<file path="config.mk">
export PLATFORM = sky130hd
export DESIGN_NAME = videoaxis2rgb
export DESIGN_NICKNAME = d
export VERILOG_FILES = /design/src/rtl/videoaxis2rgb.sv
export SDC_FILE = /design/constraint.sdc
export NUM_CORES = 1
export LEC_CHECK = 0
export CELL_PAD_IN_SITES_DETAIL_PLACEMENT = 1
export CELL_PAD_IN_SITES_GLOBAL_PLACEMENT = 1
export CORE_AREA = 2 2 63 110
export DETAILED_ROUTE_END_ITERATION = 6
export DIE_AREA = 0 0 65 112
export PLACE_DENSITY_LB_ADDON = 0.3
export SLEW_MARGIN = 20
export SYNTH_ARGS = -nofsm -noshare
export SYNTH_HDL_FRONTEND = slang
export SYNTH_SLANG_ARGS = --single-unit
</file>
<file path="constraint.sdc">
create_clock -name vid_clk -period 6.16 [get_ports vid_clk]
set_input_delay 1.232 -clock vid_clk [delete_from_list [all_inputs] [get_ports vid_clk]]
set_output_delay 1.232 -clock vid_clk [all_outputs]
set_load 0.05 [all_outputs]
</file>
<file path="src/rtl/videoaxis2rgb.sv">
`default_nettype none
// ============================================================================
// Module   : videoaxis2rgb
// Brief    : AXI4-Stream video to parallel RGB with hsync/vsync_n/de, locking
//            the incoming stream to a free-running raster timing generator.
// Revision : 1.0 - initial release
// ============================================================================
module videoaxis2rgb #(
    parameter int H_ACTIVE = 1600,
    parameter int H_FP     = 24,
    parameter int H_SYNC   = 80,
    parameter int H_BP     = 96,
    parameter int V_ACTIVE = 900,
    parameter int V_FP     = 1,
    parameter int V_SYNC   = 3,
    parameter int V_BP     = 96
) (
    input  logic        vid_clk,
    input  logic        rst_n,
    input  logic [23:0] s_axis_tdata,
    input  logic        s_axis_tuser,
    input  logic        s_axis_tlast,
    input  logic        s_axis_tvalid,
    output logic        s_axis_tready,
    output logic        hsync,
    output logic        vsync_n,
    output logic        de,
    output logic [23:0] rgb_data,
    output logic        locked,
    output logic        underflow,
    output logic        misalign
);

    localparam logic [11:0] c_H_ACT    = 12'(H_ACTIVE);
    localparam logic [11:0] c_H_LAST   = 12'(H_ACTIVE - 1);
    localparam logic [11:0] c_H_TOTAL  = 12'(H_ACTIVE + H_FP + H_SYNC + H_BP);
    localparam logic [11:0] c_HS_START = 12'(H_ACTIVE + H_FP);
    localparam logic [11:0] c_HS_END   = 12'(H_ACTIVE + H_FP + H_SYNC);
    localparam logic [11:0] c_V_ACT    = 12'(V_ACTIVE);
    localparam logic [11:0] c_V_TOTAL  = 12'(V_ACTIVE + V_FP + V_SYNC + V_BP);
    localparam logic [11:0] c_VS_START = 12'(V_ACTIVE + V_FP);
    localparam logic [11:0] c_VS_END   = 12'(V_ACTIVE + V_FP + V_SYNC);

    typedef enum logic [1:0] {
        ST_HUNT     = 2'd0,
        ST_WAIT_SOF = 2'd1,
        ST_STREAM   = 2'd2
    } state_t;

    state_t      r_state;
    logic [11:0] r_x;
    logic [11:0] r_y;
    logic        r_hsync;
    logic        r_vsync_n;
    logic        r_de;
    logic [23:0] r_rgb;
    logic        r_locked;
    logic        r_underflow;
    logic        r_misalign;

    logic w_active;
    logic w_hs;
    logic w_vs;
    logic w_sof;
    logic w_eol;
    logic w_stream;
    logic w_uf;
    logic w_mis;

    assign w_active = (r_x < c_H_ACT) && (r_y < c_V_ACT);
    assign w_hs     = (r_x >= c_HS_START) && (r_x < c_HS_END);
    assign w_vs     = (r_y >= c_VS_START) && (r_y < c_VS_END);
    assign w_sof    = (r_x == 12'd0) && (r_y == 12'd0);
    assign w_eol    = (r_x == c_H_LAST);

    // WAIT_SOF behaves as STREAM on the raster origin cycle so the SOF beat
    // is consumed and shown at pixel 0/0 without a frame of extra delay.
    assign w_stream = (r_state == ST_STREAM) || ((r_state == ST_WAIT_SOF) && w_sof);
    assign w_uf     = w_stream && w_active && !s_axis_tvalid;
    assign w_mis    = w_stream && w_active && s_axis_tvalid &&
                      ((s_axis_tuser != w_sof) || (s_axis_tlast != w_eol));

    assign s_axis_tready = rst_n &&
                           ((r_state == ST_HUNT) ? (s_axis_tvalid && !s_axis_tuser)
                                                 : (w_stream && w_active));

    always_ff @(posedge vid_clk or negedge rst_n) begin
        if (!rst_n) begin
            r_x <= 12'd0;
            r_y <= 12'd0;
        end else if (r_x == c_H_TOTAL - 12'd1) begin
            r_x <= 12'd0;
            r_y <= (r_y == c_V_TOTAL - 12'd1) ? 12'd0 : r_y + 12'd1;
        end else begin
            r_x <= r_x + 12'd1;
        end
    end

    always_ff @(posedge vid_clk or negedge rst_n) begin
        if (!rst_n) begin
            r_state     <= ST_HUNT;
            r_hsync     <= 1'b0;
            r_vsync_n   <= 1'b1;
            r_de        <= 1'b0;
            r_rgb       <= 24'd0;
            r_locked    <= 1'b0;
            r_underflow <= 1'b0;
            r_misalign  <= 1'b0;
        end else begin
            r_hsync     <= w_hs;
            r_vsync_n   <= !w_vs;
            r_de        <= w_active;
            r_rgb       <= (w_stream && w_active && s_axis_tvalid) ? s_axis_tdata : 24'd0;
            r_locked    <= w_stream;
            r_underflow <= w_uf;
            r_misalign  <= w_mis;

            if (r_state == ST_HUNT) begin
                if (s_axis_tvalid && s_axis_tuser)
                    r_state <= ST_WAIT_SOF;
            end else if (w_stream) begin
                r_state <= (w_uf || w_mis) ? ST_HUNT : ST_STREAM;
            end
        end
    end

    assign hsync     = r_hsync;
    assign vsync_n   = r_vsync_n;
    assign de        = r_de;
    assign rgb_data  = r_rgb;
    assign locked    = r_locked;
    assign underflow = r_underflow;
    assign misalign  = r_misalign;

endmodule
`default_nettype wire

</file>
* After elaboration in Yosys (flattened, before gate mapping) *
Index checks and enable logic that the tools add are counted.

word-level totals
  bits in registers = 56
  bits in latches = 0
  RAM bits = 0
  ROM bits = 0
  input port bits = 29
  output and inout bits = 31
  word-level logic and storage cells = 57
  memories kept = 0

cells by class
  add/sub/neg operators = 2
  multipliers = 0
  divide/modulo/power cells = 0
  $lt $le $gt $ge = 6
  eq/ne operators = 8
  shift-type cells = 0
  mux-type cells = 8
  bitwise operators = 0
  reductions and logical operators = 23

operators with widths
  operator                                               number
  adder 12 x 1 -> 12 bit, second input constant          2
  equality test 12 x 11 -> 1 bit, second input constant  2
  logical NOT 12 bit                                     2
  < comparator 12 x 10 -> 1 bit, second input constant   2
  < comparator 12 x 11 -> 1 bit, second input constant   2
  2-to-1 mux 12 bit                                      2
  2-to-1 mux 24 bit                                      1
  equality test 12 x 10 -> 1 bit, second input constant  1
  >= comparator 12 x 10 -> 1 bit, second input constant  1
  >= comparator 12 x 11 -> 1 bit, second input constant  1
  logical AND 1 bit                                      12
  2-to-1 mux 2 bit                                       4
  logical NOT 1 bit                                      3
  logical OR 1 bit                                       3
  equality test 2 x 1 -> 1 bit, second input constant    1
  equality test 2 bit, second input constant             1
  logical NOT 2 bit                                      1
  != test 1 bit                                          2
  != test 2 x 1 -> 1 bit, second input constant          1
  AND reduction 2 bit                                    1
  nonzero test 2 bit                                     1
  2-to-1 mux 1 bit                                       1

* Depth between registers and ports, before layout *
Gate-level depths: netlist (run 1).

  word-level depth = 11
  mapped depth = 8
  depth with buffers taken out = 7

* Least setup slack after synthesis (run 1) *
OpenSTA, ideal clock, no wires.

  path kind = reg2out
  start point = register r_x[6]
  end point = output s_axis_tready
  arrival = 2940 ps
  data required time = 4928 ps
  setup slack = 1988 ps
  stages on the path, launching flop included = 7
  path buffers = 1
  cell sequence = dfrtp_1 buf_6 or4_4 or4_4 o31ai_4 nand2_1 a21boi_0

on the way
  longest elaborated chain between the ends = 7
  elaborated cells between the ends (all ways) = 9
  those cells by class = order compare: 1; mux: 1; reduce/logical: 7

ends and longest elaborated chain
  what                    line  source
  start, declared         51    logic [11:0] r_x;
  start signal, assigned  95    r_x <= r_x + 12'd1;
  logical NOT 12 bit      73    assign w_sof = (r_x == 12'd0) && (r_y == 12'd0);
  logical AND 1 bit       73
  logical AND 1 bit       78    assign w_stream = (r_state == ST_STREAM) || ((r_state == ST_WAIT_SOF) && w_sof);
  logical OR 1 bit        78
  via w_stream            66    logic w_stream;
  logical AND 1 bit       85    : (w_stream && w_active));
  2-to-1 mux 1 bit        84    ((r_state == ST_HUNT) ? (s_axis_tvalid && !s_axis_tuser)
  logical AND 1 bit       83    assign s_axis_tready = rst_n &&
  end, declared           24    output logic s_axis_tready,

The timed path passes the listed nets, and every way through them passes these cells.

* Final worst setup path (run 1) *
  start point = register r_x[3]
  end point = output s_axis_tready

The elaborated chain is that of the path after synthesis.

==> metrics, run 1 <==
status=finished, final reports clean; # IOs=60; ant diodes=0; Worst path depth=6; I/O Buffers=59; Tot GR Track Use=0.1797; clock skew=0.002858 ns; layout filler cell count=682; Post-CTS Setup Bufs=0; WL/cell=15.64 um; Lkg Pwr=1.475 nW; CP max stage delay=0.82 ns; max_slew headroom=0.5324; Clock Tree Buf Depth=2; hold crit path type=reg -> reg; RSZ-0062 raised after global routing=no; peak supply drop=122.8 uV; vias per cell=5.132; final antenna-violating net count=0; CP Max Fanout=6; sequential area share after synthesis=0.5656; setup violators final=0; Tmin final=4.449 ns; final hold violation count=0; std cell rows=39; worst hold stages=1; die area=7280 um2; vias post-DR=1899; max frequency=224.8 MHz; family with the most delay on the worst path=simple AND/OR/NAND/NOR gates; top cell type by total area after synthesis=dfrtp_1; # hold bufs at CTS=0; Syn Area/Cell=10.92 um2; Finished Layout Cells=370; DP HPWL=4255 um; footprint of the multi-input gates=996.0 um2; CTS tree=yes; dominant cells by area after synthesis=dfrtp_1, and2_1, ha_1; Post-Place Setup Slack=1.992 ns; WL final=5786 um; most common cell in the netlist=dfrtp_1; Crit. End Element=output pin; synthesized instance count=227; number of max-cap violations=0; CTS H-tree depth=2; Area growth syn-to-layout=32.29%; period utilization=0.7222; reg2reg path depth=5; total CTS buffers=5; Net Count, Synth=262; Starting Density=0.3879; DP Area=3136 um2; Nets=322; global-route wire length before repair=10080 um; WP data arrival=3.22 ns; Setup TNS=0 ns; worst endpoint required time=4.93 ns; Clk Latency, worst-skew pair=0.29 ns; Post-synth ARST share=1.000; layout cell share with drive strength beyond 1=0.06250; Slew Limit Fails=0; Slowest-stage cell, CP=clkdlybuf4s50_1; WP buf/inv=1; pin count of the biggest net entering global routing=57; worst-path cell chain=or4_4 > or4_4 > o31ai_4 > nand2_1 > a21boi_0 > clkdlybuf4s50_1; Ys Warns=0; CTS root buffer=clkbuf_16; synthesized area=2480 um2; CP Class=reg -> out; Clock transition at path regs=0.07 ns; storage element area=1403 um2; Final WS setup=1.711 ns; Top FF cell, synth=dfrtp_1; die width=65 um; crit path launch type=flop; placer congestion estimate=0.7418; DR iter-0 viols=85; vias in the first global route=2012; Core Area=6392 um2; DR pass1 iterations=4; Synth top area share=0.5550; EDFF count, synth=0; initial antenna violation count=0; gr ovfl total=0; Post-synth top cells=dfrtp_1, and2_1, nand2_1; CP dominant cell by count=or4_4; Hold Slack=0.5063 ns; Pwr Density=209.2 nW/um2; post-synth cell types=41; Placed Cells=362; synthesis-stage register bit count=56; number of remaining DRC errors=0; Die Height=112 um; post_cts resized=0; # clock sinks=56; Worst-Margin Slew=0.7014 ns; Post-Layout Inst Area=3281 um2
==> layout by cell type, fill, tap and decap left out, drive strengths merged, types with 2 or more instances in the layout <==
cell	synthesis	routed
nand2b	2	2
a31oi	3	3
nor4	2	2
buf	4	3
o21ai	14	14
nor3	2	2
and2	28	28
ha	6	6
a21oi	4	4
clkbuf	4	6
nor4b	2	2
or4	3	3
dfrtp	55	55
and3	12	12
nand2	18	18
inv	9	9
xnor2	6	6
and4	3	3
nor2	15	15
o31ai	2	2
nand3	7	7
nand4	5	5
xor2	7	7
clkdlybuf4s50	0	58
==> per-layer routing <==
metal / track usage / share of wire / routed length [um] / vias to the layer above
met3: 0.03737 / 0.051 / 296 / 8
li1: - / - / - / 889
met5: 0 / 0 / 0 / -
met1: 0.2053 / 0.39 / 2238 / 947
met4: 0.07518 / 0.021 / 124 / 0
met2: 0.3175 / 0.54 / 3127 / 55
==> layout make-up <==
class / count / share of cell area
Clock buffer: 6 / 0.03928
Clock inverter: 2 / 0.004958
Inverter: 9 / 0.01030
Multi-Input combinational cell: 154 / 0.3036
Sequential cell: 56 / 0.4275
Tap cell: 82 / 0.03127
Timing Repair Buffer: 61 / 0.1831
==> report_power, final <==
group          total (W)  switching (W)  internal, W  leakage, nW
logic          0.0000357      0.0000159    0.0000197        0.654
clock network   0.000280       0.000128     0.000152       0.0671
registers       0.000371     0.00000146     0.000369        0.754
==> worst reg2reg max path, stage by stage, from the launching register on <==
cell	delay [ns]
dfrtp_1	0.44
or4_4	0.57
or4_4	0.54
o31ai_4	0.27
and3_4	0.36
and2_1	0.17
==> registers in the layout, indices dropped and copies added, names as in the netlist <==
name and flops:
rgb_data 24, r_x 12, r_y 12, r_state 2, de 1, hsync 1, locked 1, misalign 1
underflow 1, vsync_n 1
==> cell families after synthesis <==
| group | share of synthesized area |
|---|---|
| multiplexers | 0.004036 |
| buffers and inverters | 0.03531 |
| adder cells (fa/ha/maj) | 0.03027 |
| AO/OA/AOI/OAI | 0.07115 |
| flip-flops | 0.5656 |
| XOR/XNOR | 0.04591 |
| AND/OR/NAND/NOR | 0.2477 |
==> path summary, 6_finish.rpt <==
| path | slack (ns) | end | start |
|---|---|---|---|
| max in group asynchronous | 4.59 | r_y[8]$_DFFE_PN0N_ | rst_n |
| setup / recovery | 1.71 | s_axis_tready | r_x[3]$_DFF_PN0_ |
| hold / removal | 0.51 | r_x[0]$_DFF_PN0_ | r_x[0]$_DFF_PN0_ |
| setup reg to reg | 3.75 | rgb_data[1]$_DFF_PN0_ | r_x[3]$_DFF_PN0_ |
| hold reg to reg | 0.51 | r_x[0]$_DFF_PN0_ | r_x[0]$_DFF_PN0_ |
| min in group asynchronous | 1.10 | rgb_data[19]$_DFF_PN0_ | rst_n |
==> stage by stage <==
stage               utilization   power, W
floorplan                     -  0.0003868
global placement         0.4905  0.0004145
detailed placement       0.4905  0.0004144
CTS                      0.5132  0.0007010
global route             0.5132  0.0007191
finish                   0.5132  0.0006863
(Power assumes the default switching activity.)
==> run 2: changes to the inputs <==
- CORE_AREA: 2 2 63 110 -> 2 2 68 118
- DIE_AREA: 0 0 65 112 -> 0 0 70 120
- clock period: 6.16 -> 4 ns (I/O delays scaled with it)
==> run 2 against run 1 <==
Net effect: die area up 15%; critical path depth unchanged; utilization decreased by 7.3 points; first-iteration DRC count up 29%; cell count increased by 1.6%; via count decreased by 3.2%; sequential power rose by 54%; combinational power up 63%; critical path type unchanged; highest routed layer unchanged.
==> metrics, run 2 (synthesized netlist as in run 1, its figures left out) <==
WL/cell=16.27 um (was 15.64 um); max frequency=286.6 MHz; initial antenna violation count=0 (unchanged); Clock transition at path regs=0.07 ns (about the same); # hold bufs at CTS=0 (unchanged); CTS root buffer=clkbuf_16 (unchanged); Slowest-stage cell, CP=or4_4 (was clkdlybuf4s50_1); std cell rows=42 (was 39); layout cell share with drive strength beyond 1=0.06944 (was 0.06250); I/O Buffers=59 (unchanged); worst endpoint required time=3.20 ns (was 4.93 ns); Pwr Density=326.8 nW/um2 (was 209.2 nW/um2); Lkg Pwr=1.480 nW (was 1.475 nW); Post-Route M1 WL=2398 um (was 2238 um); Tot GR Track Use=0.1600 (was 0.1797); period utilization=0.8724; hold crit path type=reg -> reg (unchanged); WP buf/inv=1 (unchanged); number of max-cap violations=0 (unchanged); RSZ-0062 raised after global routing=no (unchanged); DR pass1 iterations=4 (unchanged); met2 wire len=3376 um (was 3127 um); Placed Cells=368 (was 362); pin count of the biggest net entering global routing=57 (unchanged); placer congestion estimate=0.8169 (was 0.7418); Setup TNS=0 ns (unchanged); global-route wire length before repair=10490 um (was 10080 um); r2r setup slk=1.50 ns (was 3.75 ns); total CTS buffers=5 (unchanged); peak supply drop=141.8 uV (was 122.8 uV); ant diodes=0 (unchanged); max reg flops=24 (unchanged); Crit. End Element=output pin (unchanged); DR iter-0 viols=110 (was 85); # clock sinks=56 (unchanged); setup violators final=0 (unchanged); clock skew=0.005256 ns (was 0.002858 ns); vias in the first global route=2041 (was 2012); family with the most delay on the worst path=simple AND/OR/NAND/NOR gates (unchanged); Starting Density=0.3323 (was 0.3879); Die Height=120 um (was 112 um); Clk Latency, worst-skew pair=0.30 ns (was 0.29 ns); WP data arrival=2.69 ns (was 3.22 ns); Nets=322 (unchanged); CTS H-tree depth=2 (unchanged); CP Max Fanout=6 (unchanged); vias post-DR=1839 (was 1899); # IOs=60 (unchanged); final antenna-violating net count=0 (unchanged); Clock Tree Buf Depth=2 (unchanged); vias per cell=4.891 (was 5.132); WL final=6119 um (was 5786 um); CP dominant cell by count=or4_4 (unchanged); CTS tree=yes (unchanged); routed wl met3=206 um (was 296 um); Slew Limit Fails=0 (unchanged); DP HPWL=4434 um (was 4255 um); post_cts resized=0 (unchanged); Worst-Margin Slew=0.7105 ns (was 0.7014 ns); final hold violation count=0 (unchanged); Tmin final=3.489 ns; die width=70 um (was 65 um); Post-CTS Setup Bufs=0 (unchanged); most frequent cells in the layout=clkdlybuf4s50_1, dfrtp_1, and2_1 (unchanged); Finished Layout Cells=376 (was 370); most common cell after layout, fill and taps aside=clkdlybuf4s50_1 (unchanged); layout filler cell count=839 (was 682); crit path launch type=flop (unchanged); Core Area=7462 um2 (was 6392 um2); worst-path cell chain=or4_4 > or4_4 > o31ai_4 > nand2_1 > a21boi_0 > buf_4 (was or4_4 > or4_4 > o31ai_4 > nand2_1 > a21boi_0 > clkdlybuf4s50_1); gr ovfl total=0 (unchanged); status=finished, final reports clean (unchanged); number of remaining DRC errors=0 (unchanged); die area=8400 um2 (was 7280 um2); Area growth syn-to-layout=32.54% (was 32.29%); CP Class=reg -> out (unchanged); CP max stage delay=0.57 ns (was 0.82 ns); max_slew headroom=0.5264 (was 0.5324); uppermost routed layer=met4 (unchanged)
-- run 2: changes by cell type in the layout (fill, tap and decap cells not counted) --
cell / change
inv_6: +1
clkbuf_1: -1
clkinv_2: +1
buf_4: +1
clkinv_4: -1
clkdlybuf4s50_1: -1
-- run 2: area by class of cell --
type / count / area (um2) / share of cell area
Clock buffer: 5 / 125.1 / 0.03807
Sequential cell: 56 / 1403 / 0.4267
Clock inverter: 3 / 21.27 / 0.006471
Inverter: 9 / 33.78 / 0.01028
Multi-Input combinational cell: 154 / 996.0 / 0.3030
Tap cell: 88 / 110.1 / 0.03350
Timing Repair Buffer: 61 / 598.1 / 0.1820
-- run 2: per-stage QoR --
| step | instance area, um2 | hold WS, ns | power (W) | utilization | setup WS, ns |
|---|---|---|---|---|---|
| 2_1_floorplan | 2480 | 0.4609 | 0.0005957 | - | 0.2596 |
| 3_3_place_gp | 3141 | 0.4879 | 0.0006387 | 0.4209 | 0.9300 |
| 3_5_place_dp | 3141 | 0.5037 | 0.0006408 | 0.4209 | 0.8327 |
| 4_1_cts | 3287 | 0.5142 | 0.001091 | 0.4405 | 0.4872 |
| 5_1_grt | 3287 | 0.5413 | 0.001119 | 0.4405 | 0.3801 |
| 6_report | 3287 | 0.5085 | 0.001074 | 0.4405 | 0.5106 |
-- run 2: worst paths after layout --
kind,start,endpoint,depth (start not counted)
setup / recovery,r_x[3]$_DFF_PN0_,s_axis_tready,6
hold / removal,r_x[0]$_DFF_PN0_,r_x[0]$_DFF_PN0_,1
setup reg to reg,r_x[3]$_DFF_PN0_,r_y[3]$_DFFE_PN0N_,6
hold reg to reg,r_x[0]$_DFF_PN0_,r_x[0]$_DFF_PN0_,1
max in group asynchronous,rst_n,rgb_data[10]$_DFF_PN0_,2
min in group asynchronous,rst_n,rgb_data[20]$_DFF_PN0_,2
-- run 2: routing by layer --
metal  global-route usage  vias up
met2               0.2839       47
met4              0.06611        0
met1               0.1877      894
met5                    0        -
li1                     -      889
met3              0.02855        9
-- run 2: worst register-to-register path, delay by kind of cell, from the launching register on --
family,cells,cell delay (ns)
simple gates,5,1.68
buf+inv,1,0.31
flops,1,0.45
-- run 2: power breakdown --
part	switching, W	total (W)	internal (W)	leakage [nW]
logic	0.0000277	0.0000582	0.0000304	0.656
clock network	0.000212	0.000445	0.000234	0.0702
registers	0.00000209	0.000571	0.000569	0.754
==> run 3: changes to the inputs <==
- ABC_AREA: default -> 1
- CORE_AREA: 2 2 68 118 -> 2 2 71 124
- DIE_AREA: 0 0 70 120 -> 0 0 73 126
==> run 3 against run 2 <==
Net effect: setup slack got worse by 0.11 ns; utilization fell by 1.8 points; via count is 18% higher; first-iteration DRC count down 59%; total power down 1.8%; fmax is 3.0% lower; hold slack lost 0.038 ns; flip-flop and latch count unchanged; largest cell class unchanged.
==> metrics, run 3 <==
CP Class=reg -> out (unchanged); Core Area=8203 um2 (was 7462 um2); setup violators final=0 (unchanged); Clk Latency, worst-skew pair=0.30 ns (about the same); CP Max Fanout=5 (was 6); die width=73 um (was 70 um); Pwr Density=304.3 nW/um2 (was 326.8 nW/um2); vias post-DR=2169 (was 1839); die area=9198 um2 (was 8400 um2); synthesized instance count=312 (was 227); synthesized area=2641 um2 (was 2480 um2); ant diodes=0 (unchanged); Tmin final=3.596 ns (was 3.489 ns); RSZ-0062 raised after global routing=no (unchanged); Nets=411 (was 322); max reg flops=24 (unchanged); Ys Warns=0 (unchanged); number of remaining DRC errors=0 (unchanged); final core occ=0.4227 (was 0.4405); global-route wire length before repair=11430 um (was 10490 um); reg2reg path depth=12 (was 6); Finished Layout Cells=469 (was 376); vias in the first global route=2383 (was 2041); max_slew headroom=0.5348 (was 0.5264); DP HPWL=5135 um (was 4434 um); initial antenna violation count=0 (unchanged); CTS root buffer=clkbuf_16 (unchanged); final antenna-violating net count=0 (unchanged); worst-path cell chain=inv_1 > ha_1 > inv_1 > nor2_1 > nand2_1 > nor2_1 > nand3_1 > nand2_1 > nand3_2 > a21boi_0 > clkdlybuf4s50_1 (was or4_4 > or4_4 > o31ai_4 > nand2_1 > a21boi_0 > buf_4); dominant cells by area after synthesis=dfrtp_1, inv_1, nand2_1 (was dfrtp_1, and2_1, ha_1); vias per cell=4.625 (was 4.891); Starting Density=0.3220 (was 0.3323); Clock transition at path regs=0.07 ns (about the same); EDFF count, synth=0 (unchanged); top cell type by total area after synthesis=dfrtp_1 (unchanged); hold path endpoint=r_x[0]$_DFF_PN0_ (unchanged); number of max-cap violations=0 (unchanged); R2R Path Start=r_y[0]$_DFFE_PN0N_ (was r_x[3]$_DFF_PN0_); most common cell after layout, fill and taps aside=inv_1 (was clkdlybuf4s50_1); sequential area share after synthesis=0.5310 (was 0.5656); Net Count, Synth=347 (was 262); Syn Area/Cell=8.466 um2 (was 10.92 um2); CP max stage delay=0.83 ns (was 0.57 ns); post_cts resized=0 (unchanged); post-synth cell types=26 (was 41); synthesis-stage register bit count=56 (unchanged); Post-synth ARST share=1.000 (unchanged); gr ovfl total=0 (unchanged); # IOs=60 (unchanged); Slowest-stage cell, CP=clkdlybuf4s50_1 (was or4_4); Synth top area share=0.5211 (was 0.5550); Setup TNS=0 ns (unchanged); status=finished, final reports clean (unchanged); Top FF cell, synth=dfrtp_1 (unchanged); DR pass1 iterations=4 (unchanged); Slew Limit Fails=0 (unchanged); period utilization=0.8991 (was 0.8724); WL/cell=14.22 um (was 16.27 um); clock skew=0.006971 ns (was 0.005256 ns); reg-to-reg endpoint=rgb_data[1]$_DFF_PN0_ (was r_y[3]$_DFFE_PN0N_); WL final=6671 um (was 6119 um); Tot GR Track Use=0.1619 (was 0.1600); crit path launch type=flop (unchanged); placer congestion estimate=0.8706 (was 0.8169); Crit. End Element=output pin (unchanged); most frequent cells in the layout=inv_1, clkdlybuf4s50_1, nand2_1 (was clkdlybuf4s50_1, dfrtp_1, and2_1); I/O Buffers=59 (unchanged); Die Height=126 um (was 120 um); r2r setup slk=1.87 ns (was 1.50 ns); CTS tree=yes (unchanged); std cell rows=44 (was 42); WP data arrival=2.80 ns (was 2.69 ns); Hold Startpoint=r_x[0]$_DFF_PN0_ (unchanged); Placed Cells=461 (was 368); # clock sinks=56 (unchanged); peak supply drop=204.9 uV (was 141.8 uV); pin count of the biggest net entering global routing=57 (unchanged); worst hold stages=1 (unchanged); Post-CTS Setup Bufs=0 (unchanged); max frequency=278.1 MHz (was 286.6 MHz); total CTS buffers=5 (unchanged); Clock Tree Buf Depth=2 (unchanged); Worst-Margin Slew=0.6978 ns (was 0.7105 ns); most common cell in the netlist=inv_1 (was dfrtp_1); CTS H-tree depth=2 (unchanged); # hold bufs at CTS=0 (unchanged); DR iter-0 viols=45 (was 110); layout cell share with drive strength beyond 1=0.09814 (was 0.06944); Area growth syn-to-layout=31.26% (was 32.54%); worst endpoint required time=3.20 ns (about the same); Post-synth top cells=inv_1, nand2_1, dfrtp_1 (was dfrtp_1, and2_1, nand2_1); final hold violation count=0 (unchanged); Lkg Pwr=1.709 nW (was 1.480 nW); hold crit path type=reg -> reg (unchanged)
-- run 3: cell types whose count changed after synthesis, moves of 3 or more --
cell and delta:
clkbuf_1 -4, and3_1 -11, and4_1 -3, inv_1 +53, a21oi_1 +7, nor3_1 +8
o21ai_0 -6, nor2_1 +24, nand3_1 +7, nor2_2 +21, nand2_1 +38, a31oi_1 -3
and2_1 -28, xnor2_1 -4
-- run 3: cell type report --
class                      count  area (um2)
clock buffer                   6       128.9
clock inverter                 2       16.27
fill                         971        4736
inverter                      64       240.2
multi-input combinational    189       970.9
sequential                    56        1403
tap                           92       115.1
timing repair buffer          60       593.1
-- run 3: metrics by stage --
stage / hold WS (ns) / setup slack (ns) / instance area (um2) / power, W
floorplan: 0.4322 / 0.8730 / 2641 / 0.0005856
global placement: 0.4505 / 0.7326 / 3322 / 0.0006263
detailed placement: 0.4618 / 0.7025 / 3322 / 0.0006272
CTS: 0.4736 / 0.3508 / 3467 / 0.001073
global route: 0.4988 / 0.2005 / 3467 / 0.001098
finish: 0.4701 / 0.4036 / 3467 / 0.001055
-- run 3: worst max path at each step --
stage                                  start             to  slack, ns  cells after the start
final                     r_y[0]$_DFFE_PN0N_  s_axis_tready       0.40                     11
after global routing      r_y[0]$_DFFE_PN0N_  s_axis_tready       0.20                     11
after CTS                 r_y[0]$_DFFE_PN0N_  s_axis_tready       0.35                     11
after detailed placement       s_axis_tvalid  s_axis_tready       0.70                      4
after global placement          s_axis_tuser  s_axis_tready       0.73                      5
after floorplan           r_y[0]$_DFFE_PN0N_  s_axis_tready       0.87                     10
-- run 3: metal layers --
metal | share of wire | vias to the layer above | global-route usage
li1 | - | 1071 | -
met4 | 0.039 | 0 | 0.08279
met1 | 0.34 | 1043 | 0.1579
met3 | 0.032 | 16 | 0.03600
met2 | 0.59 | 39 | 0.3026
met5 | 0 | - | 0
-- run 3: logic make-up after synthesis --
logic type               share of synthesized area
AND/OR/NAND/NOR                             0.2643
buffers and inverters                       0.1014
flip-flops                                  0.5310
AO/OA/AOI/OAI                              0.04832
XOR/XNOR                                   0.02653
adder cells (fa/ha/maj)                    0.02842
-- run 3: critical path: cells and delay by family, from the launching register on --
kind,cells,cell delay (ns)
buf+inv,3,1.03
flops,1,0.43
fa+ha+maj,1,0.17
simple gates,6,0.68
compound gates,1,0.19
-- run 3: power by group --
group          switching (W)  internal, W
combinational      0.0000221    0.0000265
sequential                 0     0.000566
clock               0.000207     0.000234
total               0.000229     0.000826
